[src/rtl/demux_8x1_reg_n_if.sv]
// ---------------------------------------------------------------------------
// demux_8x1_reg_n_if
//
// Bundles the write-side bus and the register-bank outputs of the
// demux_8x1_reg_n register-bank writer.
//
// Signals (BITS = data width):
//   D      [BITS-1:0]  data word to write
//   SEL    [2:0]       target register for addressed writes (MODE=0)
//   MODE               0 = addressed write, 1 = sequential write
//   WE                 write enable
//   CLEAR              synchronous clear of bank, valid flags and pointer
//   Q0..Q7 [BITS-1:0]  bank registers
//   VALID  [7:0]       per-register "written since reset/clear" flags
//   PTR    [2:0]       sequential write pointer
//   FULL               all eight VALID bits set
//   ERRO               one-cycle pulse after a rejected write
//
// Modports:
//   master - the writer side (drives D/SEL/MODE/WE/CLEAR)
//   slave  - the register bank (drives Q0..Q7/VALID/PTR/FULL/ERRO)
// ---------------------------------------------------------------------------
interface demux_8x1_reg_n_if #(
   parameter int BITS = 4
);
   logic [BITS-1:0] D;
   logic [2:0]      SEL;
   logic            MODE;
   logic            WE;
   logic            CLEAR;
   logic [BITS-1:0] Q0;
   logic [BITS-1:0] Q1;
   logic [BITS-1:0] Q2;
   logic [BITS-1:0] Q3;
   logic [BITS-1:0] Q4;
   logic [BITS-1:0] Q5;
   logic [BITS-1:0] Q6;
   logic [BITS-1:0] Q7;
   logic [7:0]      VALID;
   logic [2:0]      PTR;
   logic            FULL;
   logic            ERRO;

   modport master (
      output D, SEL, MODE, WE, CLEAR,
      input  Q0, Q1, Q2, Q3, Q4, Q5, Q6, Q7, VALID, PTR, FULL, ERRO
   );

   modport slave (
      input  D, SEL, MODE, WE, CLEAR,
      output Q0, Q1, Q2, Q3, Q4, Q5, Q6, Q7, VALID, PTR, FULL, ERRO
   );
endinterface

[src/rtl/demux_8x1_reg_n.sv]
// ---------------------------------------------------------------------------
// demux_8x1_reg_n
//
// Registered 1-to-8 demultiplexer / register-bank writer. A BITS-wide word
// is captured into one of eight registers, chosen either by SEL (MODE=0) or
// by an internal auto-incrementing pointer (MODE=1). A per-register valid
// flag records which slots hold fresh data for the downstream reader.
//
// Ports:
//   clock  - system clock, all state changes on the rising edge
//   reset  - synchronous, active-high reset (highest priority)
//   bus    - demux_8x1_reg_n_if.slave: D, SEL, MODE, WE, CLEAR in;
//            Q0..Q7, VALID, PTR, FULL, ERRO out
//
// Configuration macro:
//   DEMUX_WRITE_PROTECT_EN - when defined, a write to a register whose
//   VALID flag is already set is rejected: the register and pointer hold
//   and ERRO pulses for one cycle. When undefined, writes always overwrite
//   and ERRO stays 0.
// ---------------------------------------------------------------------------
module demux_8x1_reg_n #(
   parameter int BITS = 4
) (
   input logic                  clock,
   input logic                  reset,
   demux_8x1_reg_n_if.slave     bus
);

   logic [BITS-1:0] bank_q [8];
   logic [BITS-1:0] bank_d [8];
   logic [7:0]      valid_q;
   logic [7:0]      valid_d;
   logic [2:0]      ptr_q;
   logic [2:0]      ptr_d;
   logic            erro_q;
   logic            erro_d;

   logic [2:0]      writeTarget;
   logic            writeReject;

   // The target slot comes from the pointer in sequential mode and from SEL
   // otherwise; MODE is taken fresh on every edge.
   assign writeTarget = bus.MODE ? ptr_q : bus.SEL;

   // A write is only ever refused when protection is compiled in and the
   // target slot already holds unread data. Once every slot is valid this
   // refuses all further writes until a clear.
`ifdef DEMUX_WRITE_PROTECT_EN
   assign writeReject = bus.WE & ~bus.CLEAR & valid_q[writeTarget];
`else
   assign writeReject = 1'b0;
`endif

   // Next-state computation: CLEAR wipes everything and discards any write
   // in the same cycle; an accepted write touches only the target slot and
   // advances the pointer only in sequential mode.
   always_comb begin
      for (int i = 0; i < 8; i++) begin
         bank_d[i] = bank_q[i];
      end
      valid_d = valid_q;
      ptr_d   = ptr_q;
      erro_d  = writeReject;

      if (bus.CLEAR) begin
         for (int i = 0; i < 8; i++) begin
            bank_d[i] = '0;
         end
         valid_d = 8'h00;
         ptr_d   = 3'd0;
         erro_d  = 1'b0;
      end else if (bus.WE && !writeReject) begin
         bank_d[writeTarget]  = bus.D;
         valid_d[writeTarget] = 1'b1;
         if (bus.MODE) begin
            ptr_d = ptr_q + 3'd1;
         end
      end
   end

   // State registers with synchronous reset.
   always_ff @(posedge clock) begin
      if (reset) begin
         for (int i = 0; i < 8; i++) begin
            bank_q[i] <= '0;
         end
         valid_q <= 8'h00;
         ptr_q   <= 3'd0;
         erro_q  <= 1'b0;
      end else begin
         for (int i = 0; i < 8; i++) begin
            bank_q[i] <= bank_d[i];
         end
         valid_q <= valid_d;
         ptr_q   <= ptr_d;
         erro_q  <= erro_d;
      end
   end

   assign bus.Q0    = bank_q[0];
   assign bus.Q1    = bank_q[1];
   assign bus.Q2    = bank_q[2];
   assign bus.Q3    = bank_q[3];
   assign bus.Q4    = bank_q[4];
   assign bus.Q5    = bank_q[5];
   assign bus.Q6    = bank_q[6];
   assign bus.Q7    = bank_q[7];
   assign bus.VALID = valid_q;
   assign bus.PTR   = ptr_q;
   assign bus.FULL  = &valid_q;
   assign bus.ERRO  = erro_q;

endmodule
[src/flat_wrapper.sv]
// flat-port wrapper written by rule: the top's interface ports become plain ports
module demux_8x1_reg_n_flat 
#(
   parameter int BITS = 4
)
  (clock, reset, bus_D, bus_SEL, bus_MODE, bus_WE, bus_CLEAR, bus_Q0, bus_Q1, bus_Q2, bus_Q3, bus_Q4, bus_Q5, bus_Q6, bus_Q7, bus_VALID, bus_PTR, bus_FULL, bus_ERRO);
  demux_8x1_reg_n_if #(.BITS(BITS)) bus_i ();
  input logic clock;
  input logic reset;
  input wire logic [$bits(bus_i.D)-1:0] bus_D;
  input wire logic [$bits(bus_i.SEL)-1:0] bus_SEL;
  input wire logic [$bits(bus_i.MODE)-1:0] bus_MODE;
  input wire logic [$bits(bus_i.WE)-1:0] bus_WE;
  input wire logic [$bits(bus_i.CLEAR)-1:0] bus_CLEAR;
  output wire logic [$bits(bus_i.Q0)-1:0] bus_Q0;
  output wire logic [$bits(bus_i.Q1)-1:0] bus_Q1;
  output wire logic [$bits(bus_i.Q2)-1:0] bus_Q2;
  output wire logic [$bits(bus_i.Q3)-1:0] bus_Q3;
  output wire logic [$bits(bus_i.Q4)-1:0] bus_Q4;
  output wire logic [$bits(bus_i.Q5)-1:0] bus_Q5;
  output wire logic [$bits(bus_i.Q6)-1:0] bus_Q6;
  output wire logic [$bits(bus_i.Q7)-1:0] bus_Q7;
  output wire logic [$bits(bus_i.VALID)-1:0] bus_VALID;
  output wire logic [$bits(bus_i.PTR)-1:0] bus_PTR;
  output wire logic [$bits(bus_i.FULL)-1:0] bus_FULL;
  output wire logic [$bits(bus_i.ERRO)-1:0] bus_ERRO;
  assign bus_i.D = bus_D;
  assign bus_i.SEL = bus_SEL;
  assign bus_i.MODE = bus_MODE;
  assign bus_i.WE = bus_WE;
  assign bus_i.CLEAR = bus_CLEAR;
  assign bus_Q0 = bus_i.Q0;
  assign bus_Q1 = bus_i.Q1;
  assign bus_Q2 = bus_i.Q2;
  assign bus_Q3 = bus_i.Q3;
  assign bus_Q4 = bus_i.Q4;
  assign bus_Q5 = bus_i.Q5;
  assign bus_Q6 = bus_i.Q6;
  assign bus_Q7 = bus_i.Q7;
  assign bus_VALID = bus_i.VALID;
  assign bus_PTR = bus_i.PTR;
  assign bus_FULL = bus_i.FULL;
  assign bus_ERRO = bus_i.ERRO;
  demux_8x1_reg_n #(.BITS(BITS)) u_core (.clock(clock), .reset(reset), .bus(bus_i));
endmodule
[config.mk]
export PLATFORM = sky130hd
export DESIGN_NAME = demux_8x1_reg_n_flat
export DESIGN_NICKNAME = d
export VERILOG_FILES = /design/src/rtl/demux_8x1_reg_n_if.sv /design/src/rtl/demux_8x1_reg_n.sv /design/src/flat_wrapper.sv
export SDC_FILE = /design/constraint.sdc
export NUM_CORES = 1
export LEC_CHECK = 0
export BUFFER_PORTS_ARGS = -buffer_cell sky130_fd_sc_hd__clkbuf_2
export CAP_MARGIN = 10
export CORE_ASPECT_RATIO = 1.4
export CORE_MARGIN = 2
export CORE_UTILIZATION = 39
export DETAILED_ROUTE_END_ITERATION = 16
export GPL_TIMING_DRIVEN = 0
export PLACE_DENSITY = 0.67
export SYNTH_ARGS = -nofsm -noshare
export SYNTH_HDL_FRONTEND = slang
export SYNTH_SLANG_ARGS = --single-unit
export TNS_END_PERCENT = 50
[constraint.sdc]
create_clock -name clock -period 1.3 [get_ports clock]
set_input_delay 0.065 -clock clock [delete_from_list [all_inputs] [get_ports clock]]
set_output_delay 0.065 -clock clock [all_outputs]
set_load 0.02 [all_outputs]
==> run metrics, run 1 <==
crit-path cells=mux2i_2 -> o211ai_2 -> mux2i_1; Crit Path Category=reg2reg; nets=246; Comb pwr share=8.5%; Worst Hold Launch=reset; first-pass GRT wire length=6127 um; GPL Wtd Cong=0.8600; WL final=3848 um; most common cell in the netlist=dfxtp_1; initial drt markers=39; pre-CTS setup slack=-164.3 ps; placed wire-length estimate=2768 um; Static Leakage=1.082 nW; initial cell density of the core=40.47%; Pwr Density=1057 nW/um^2; root buf cell=clkbuf_8; detailed-router iteration count before antenna repair=4; RR Endpoint=u_core.bank_q[0][1]$_SDFFE_PP0P_; met2 GRT Util=27.17%; f_max=771.9 MHz; max_cap viols=0; global-route track usage on met3=3.738%; Rows=28; commonest register cell after synthesis=dfxtp_1; # clock sinks=43; Avg Inst Size Synth=10.15 um^2; Post-route DRC=0; die area=4952 um^2; Int Power=1.780 mW; worst r2r src=u_core.bus.PTR[0]$_SDFFE_PP0P_; Longest Clk Path Bufs=2; largest net degree at the start of global routing=13; area growth from synthesis to layout=29.83%; share of cells above drive strength 1=35.90%; wire per inst=13.09 um; synthesized area=1715 um^2; ant diodes=0; top cells by count, synth=dfxtp_1, nand2_1, mux2i_1, a21oi_1, inv_1; vias in the first global route=1278; Seq cells post-synth=43; CP Buf/Inv Count=0; Data arrival, critical path=1470 ps; Cells after Synth=169; Final Hold Viols=0; Crit path max-delay family=multiplexers; GRT met1 Usage=20.91%; CTS Hold Bufs=0; final worst setup slack=4.468 ps; outcome=completed; port bufs=54; crit-path max cell delay=370 ps; Worst-Margin Slew=655.6 ps; Slew headroom=56.20%; leading area contributor after synthesis=dfxtp_1; top cells by area, synth=dfxtp_1, mux2i_1, nand2_1; Ys Warns=0; Startpoint Class=register; reg2reg path depth=3; Die Width=60.05 um; Finished Layout Cells=294; Hold Crit Class=in2reg; core box area=4239 um^2; number of H-tree levels=2; RSZ-0062 raised after global routing=true; post-route ant nets=0; Finish-stage setup viols=0; Die Y=82.47 um; Required @ worst endpoint=1480 ps; TritonCTS buffer count=5; R2R Setup Slk=4 ps; hold depth=4; initial antenna violation count=0; kind of end point of the critical path=register; CTS tree=done; Worst Hold End=u_core.bank_q[0][12]$_SDFFE_PP0P_; gr ovfl total=0; Critical-path top delay cell=mux2i_2; Slew Limit Fails=0; fin crit share=99.66%; clk_lat worst skew=290 ps; asr flop ratio synth=0%; Top Ports=57; via count=1387; switching share of power=24.35%; Flop pwr share=56.9%; VDD IR-drop max=753.5 uV; Reg clk slew, reported paths=80 ps; Switch Pwr=0.5730 mW; Max Fanout on Critical Path=5; Tmin final=1296 ps; syn nets=182; clock skew=4.738 ps; gr usage total=17.00%; Clk pwr share=34.7%; Synth cell types=28; EDFF count, synth=0; vias per inst=4.718; Yosys top cell area share=50.18%; register area share after synthesis=50.18%; grt peak-use layer=met2; Placed Cells=283
flip-flops by register name, summed over array words and instances (netlist names):
register,cells
u_core.bank_q,32
u_core.bus.PTR,3
u_core.bus.VALID,8
cell usage in the layout (no fill, tap or decap), types with 3 or more instances in the layout:
cell type,netlist,final
nand2_1,38,38
clkbuf_8,0,5
mux2i_1,33,32
dfxtp_2,0,3
buf_2,2,3
clkbuf_1,4,6
o211ai_4,0,4
inv_1,8,8
a21oi_1,8,8
buf_4,1,3
dfxtp_1,43,40
nor2_1,4,3
clkbuf_2,0,53
worst max path at each step:
stage	from	endpoint	cells past startpoint
after floorplan	u_core.bus.PTR[2]$_SDFFE_PP0P_	u_core.bank_q[0][12]$_SDFFE_PP0P_	4
after global placement	bus_CLEAR	u_core.bank_q[0][6]$_SDFFE_PP0P_	5
after detailed placement	bus_CLEAR	u_core.bank_q[1][5]$_SDFFE_PP0P_	5
after CTS	u_core.bus.PTR[1]$_SDFFE_PP0P_	u_core.bank_q[1][0]$_SDFFE_PP0P_	3
after global routing	u_core.bus.PTR[0]$_SDFFE_PP0P_	u_core.bank_q[0][0]$_SDFFE_PP0P_	3
final	u_core.bus.PTR[0]$_SDFFE_PP0P_	u_core.bank_q[0][1]$_SDFFE_PP0P_	3
area by class of cell:
cell class / instances / area, um^2
Inverter: 8 / 30.03
Fill cell: 428 / 2012
Clock inverter: 1 / 5.005
Tap cell: 60 / 75.07
Timing Repair Buffer: 57 / 305.3
Multi-Input combinational cell: 110 / 827.0
Sequential cell: 43 / 864.6
Buffer: 8 / 43.79
Clock buffer: 7 / 76.32
per-stage QoR:
step	utilization [%]	area (um^2)	hold WS [ps]	total power [mW]	setup TNS [ps]
CTS	51.59	2187	129.6	2.370	-56.75
detailed placement	48.67	2063	443.4	1.545	-3914
finish	52.54	2227	142.1	2.353	0
global route	52.54	2227	147.3	2.465	-616.2
global placement	48.67	2063	442.4	1.544	-3583
floorplan	-	1718	340.7	1.487	0
power by group through the flow:
stage | clock network (mW) | registers (mW) | logic [mW]
global route | 0.909 | 1.34 | 0.216
detailed placement | 0 | 1.37 | 0.176
floorplan | 0 | 1.38 | 0.104
CTS | 0.842 | 1.34 | 0.190
finish | 0.816 | 1.34 | 0.199
global placement | 0 | 1.37 | 0.176
worst min-delay path, stage by stage:
cell and delay [ps]:
clkbuf_2 90, nor2_2 90, nand2_1 80, mux2i_1 60
per-layer routing:
layer / vias to the layer above / part of all wire (%)
li1: 695 / -
met1: 647 / 45
met2: 39 / 48
met3: 6 / 4.4
met4: 0 / 2.2
met5: - / 0
timing repair:
item | in CTS | in global routing
pin swaps | 1 | 2
buffers inserted | 3 | 0
endpoints found under the setup margin | 24 | 32
gates resized for setup | 2 | 8
cells by family (layout without fill, tap and decap cells):
| kind of cell | Yosys count | after routing | share of synthesized area [%] |
|---|---|---|---|
| buffers and inverters | 16 | 81 | 4.303 |
| AO/OA/AOI/OAI | 17 | 17 | 8.826 |
| flip-flops | 43 | 43 | 50.18 |
| multiplexers | 34 | 34 | 19.91 |
| adder cells (fa/ha/maj) | 1 | 1 | 0.7293 |
| other | 1 | 1 | 0.2186 |
| AND/OR/NAND/NOR | 55 | 55 | 14.81 |
| XOR/XNOR | 2 | 2 | 1.021 |
No activity file was read; power rests on OpenSTA's default activity.
==> inputs of run 2 (changes only) <==
--- a/config.mk
+++ b/config.mk
@@ -7,12 +7,14 @@
 export LEC_CHECK = 0
 export BUFFER_PORTS_ARGS = -buffer_cell sky130_fd_sc_hd__clkbuf_2
 export CAP_MARGIN = 10
+export CELL_PAD_IN_SITES_DETAIL_PLACEMENT = 1
+export CELL_PAD_IN_SITES_GLOBAL_PLACEMENT = 1
 export CORE_ASPECT_RATIO = 1.4
 export CORE_MARGIN = 2
-export CORE_UTILIZATION = 39
+export CORE_UTILIZATION = 33
 export DETAILED_ROUTE_END_ITERATION = 16
 export GPL_TIMING_DRIVEN = 0
-export PLACE_DENSITY = 0.67
+export PLACE_DENSITY_LB_ADDON = 0.1
 export SYNTH_ARGS = -nofsm -noshare
 export SYNTH_HDL_FRONTEND = slang
 export SYNTH_SLANG_ARGS = --single-unit
==> run 2 against run 1 <==
Net effect: final cell count grew 1.4%; critical path depth is the same; register-to-register slack improved by 20 ps; sequential share of layout area up 0.35 points; total power decreased by 0.93%; fmax up 1.2%; core utilization decreased by 9.0 points; global-route usage is 0.45 points lower; die area increased by 17%; largest cell class unchanged; largest power group unchanged; highest routed layer unchanged.
==> run metrics, run 2 (synthesis gave the netlist of run 1 again) <==
Die Width=64.94 um (+8.1%); # clock sinks=43 (unchanged); global-route track usage on met3=4.660% (+0.92 points); clock skew=7.139 ps (+2.402 ps); final worst setup slack=19.70 ps (+15.23 ps); Reg clk slew, reported paths=80 ps (about the same); max_cap viols=0 (unchanged); Pwr Density=1053 nW/um^2 (-0.32%); leading cell type in the layout, fill and taps excluded=clkbuf_2; Die Y=89.31 um (+8.3%); setup_tns=0 ps (unchanged); placed wire-length estimate=3454 um (+25%); GRT met1 Usage=16.81% (-4.1 points); Startpoint Class=register; Finish-stage setup viols=0 (unchanged); Comb pwr share=8.4% (about the same); Rows=31 (+11%); gr usage total=16.56% (-0.45 points); outcome=completed; clk_lat worst skew=290 ps (about the same); Clk pwr share=34.2% (-0.5 points); largest net degree at the start of global routing=13 (unchanged); Static Leakage=1.070 nW (-1.0%); number of H-tree levels=2 (unchanged); vias per inst=4.735 (+0.36%); Top Ports=57 (unchanged); initial antenna violation count=0 (unchanged); Max Fanout on Critical Path=6 (+1); ant diodes=0 (unchanged); core box area=5081 um^2 (+20%); CTS Hold Bufs=0 (unchanged); Int Power=1.773 mW (-0.40%); FILL cells=608 (+42%); Tmin final=1280 ps (-15.23 ps); GPL Wtd Cong=0.7253 (-16%); met2 GRT Util=31.02% (+3.8 points); gr ovfl total=0 (unchanged); Required @ worst endpoint=1510 ps (+30 ps); nets=244 (-0.81%); commonest non-fill, non-tap cells in the layout=clkbuf_2, dfxtp_1, nand2_1; Crit Path Category=reg2reg; Switch Pwr=0.5581 mW (-2.6%); root buf cell=clkbuf_8; TritonCTS buffer count=5 (unchanged); wire per inst=15.67 um (+20%); FF+latch area=867.1 um^2 (+0.29%); post-route ant nets=0 (unchanged); pre-CTS setup slack=-208.9 ps (-44.67 ps); fin crit share=98.48% (-1.2 points); Longest Clk Path Bufs=2 (unchanged); Worst-Margin Slew=670.3 ps (+14.76 ps); share of cells above drive strength 1=35.34% (-0.55 points); footprint of the multi-input gates=827.0 um^2 (unchanged); R2R Setup Slk=20 ps (+20 ps); CTS tree=done; Slew Limit Fails=0 (unchanged); port bufs=54 (unchanged); vias in the first global route=1494 (+17%); Slew headroom=55.22% (-0.99 points); RSZ-0062 raised after global routing=true; initial drt markers=60 (+54%); VDD IR-drop max=537.1 uV (-29%); detailed-router iteration count before antenna repair=4 (unchanged); via count=1411 (+1.7%); die area=5799 um^2 (+17%); Data arrival, critical path=1490 ps (+20 ps); Hold Crit Class=in2reg; f_max=781.1 MHz (+1.2%); grt peak-use layer=met2; switching share of power=23.94% (-0.41 points); Flop pwr share=57.4% (+0.5 points); Final Hold Viols=0 (unchanged); initial cell density of the core=33.76% (-6.7 points); kind of end point of the critical path=register; max reg flops=32 (unchanged); WL final=4671 um (+21%); Post-route DRC=0 (unchanged); area growth from synthesis to layout=29.03%; Largest Register=u_core.bank_q; first-pass GRT wire length=7134 um (+16%)
-- run 2: cell type report --
cell class / count / share of cell area [%]
Timing Repair Buffer: 55 / 12.72
Buffer: 8 / 1.979
Tap cell: 66 / 3.731
Clock buffer: 7 / 3.448
Clock inverter: 1 / 0.2261
Sequential cell: 43 / 39.17
Multi-Input combinational cell: 110 / 37.37
Inverter: 8 / 1.357
-- run 2: what timing repair did --
item                                    4_1_cts  5_1_grt
resized for setup                             3        8
setup buffers                                 1        0
endpoints found under the setup margin       31       34
gates cloned                                  0        0
pin swaps                                     1        3
-- run 2: power by group through the flow --
stage,logic (mW),clock network [mW],registers [mW]
after floorplan,0.104,0,1.38
after global placement,0.176,0,1.37
after detailed placement,0.182,0,1.37
after CTS,0.186,0.843,1.34
after global routing,0.214,0.891,1.34
final,0.196,0.798,1.34
-- run 2: per-stage QoR --
stage	area, um^2	cells	util, %	total power, mW	hold slack (ps)
after global routing	2213	298	43.56	2.444	173.3
after detailed placement	2071	289	40.75	1.552	456.4
after floorplan	1718	169	-	1.487	340.7
after global placement	2071	289	40.75	1.544	436.7
final	2213	298	43.56	2.331	148.3
after CTS	2168	298	42.67	2.368	150.4
-- run 2: path summary, 6_finish.rpt --
kind | depth (start not counted) | end | from
max reg2reg | 3 | u_core.bank_q[1][9]$_SDFFE_PP0P_ | u_core.bus.PTR[2]$_SDFFE_PP0P_
max | 3 | u_core.bank_q[1][9]$_SDFFE_PP0P_ | u_core.bus.PTR[2]$_SDFFE_PP0P_
min | 4 | u_core.bank_q[0][15]$_SDFFE_PP0P_ | reset
min reg2reg | 2 | u_core.bus.VALID[4]$_SDFFE_PP0P_ | u_core.bus.VALID[4]$_SDFFE_PP0P_
-- run 2: critical path: stages (launching register included) --
cell	delay [ps]
dfxtp_2	360
and3_1	220
o211ai_2	370
mux2i_1	250
-- run 2: per-layer routing --
metal	share of wire, %	routed length, um
met1	38	1769
met3	5.1	236
met2	56	2615
met5	0	0
met4	1.1	50
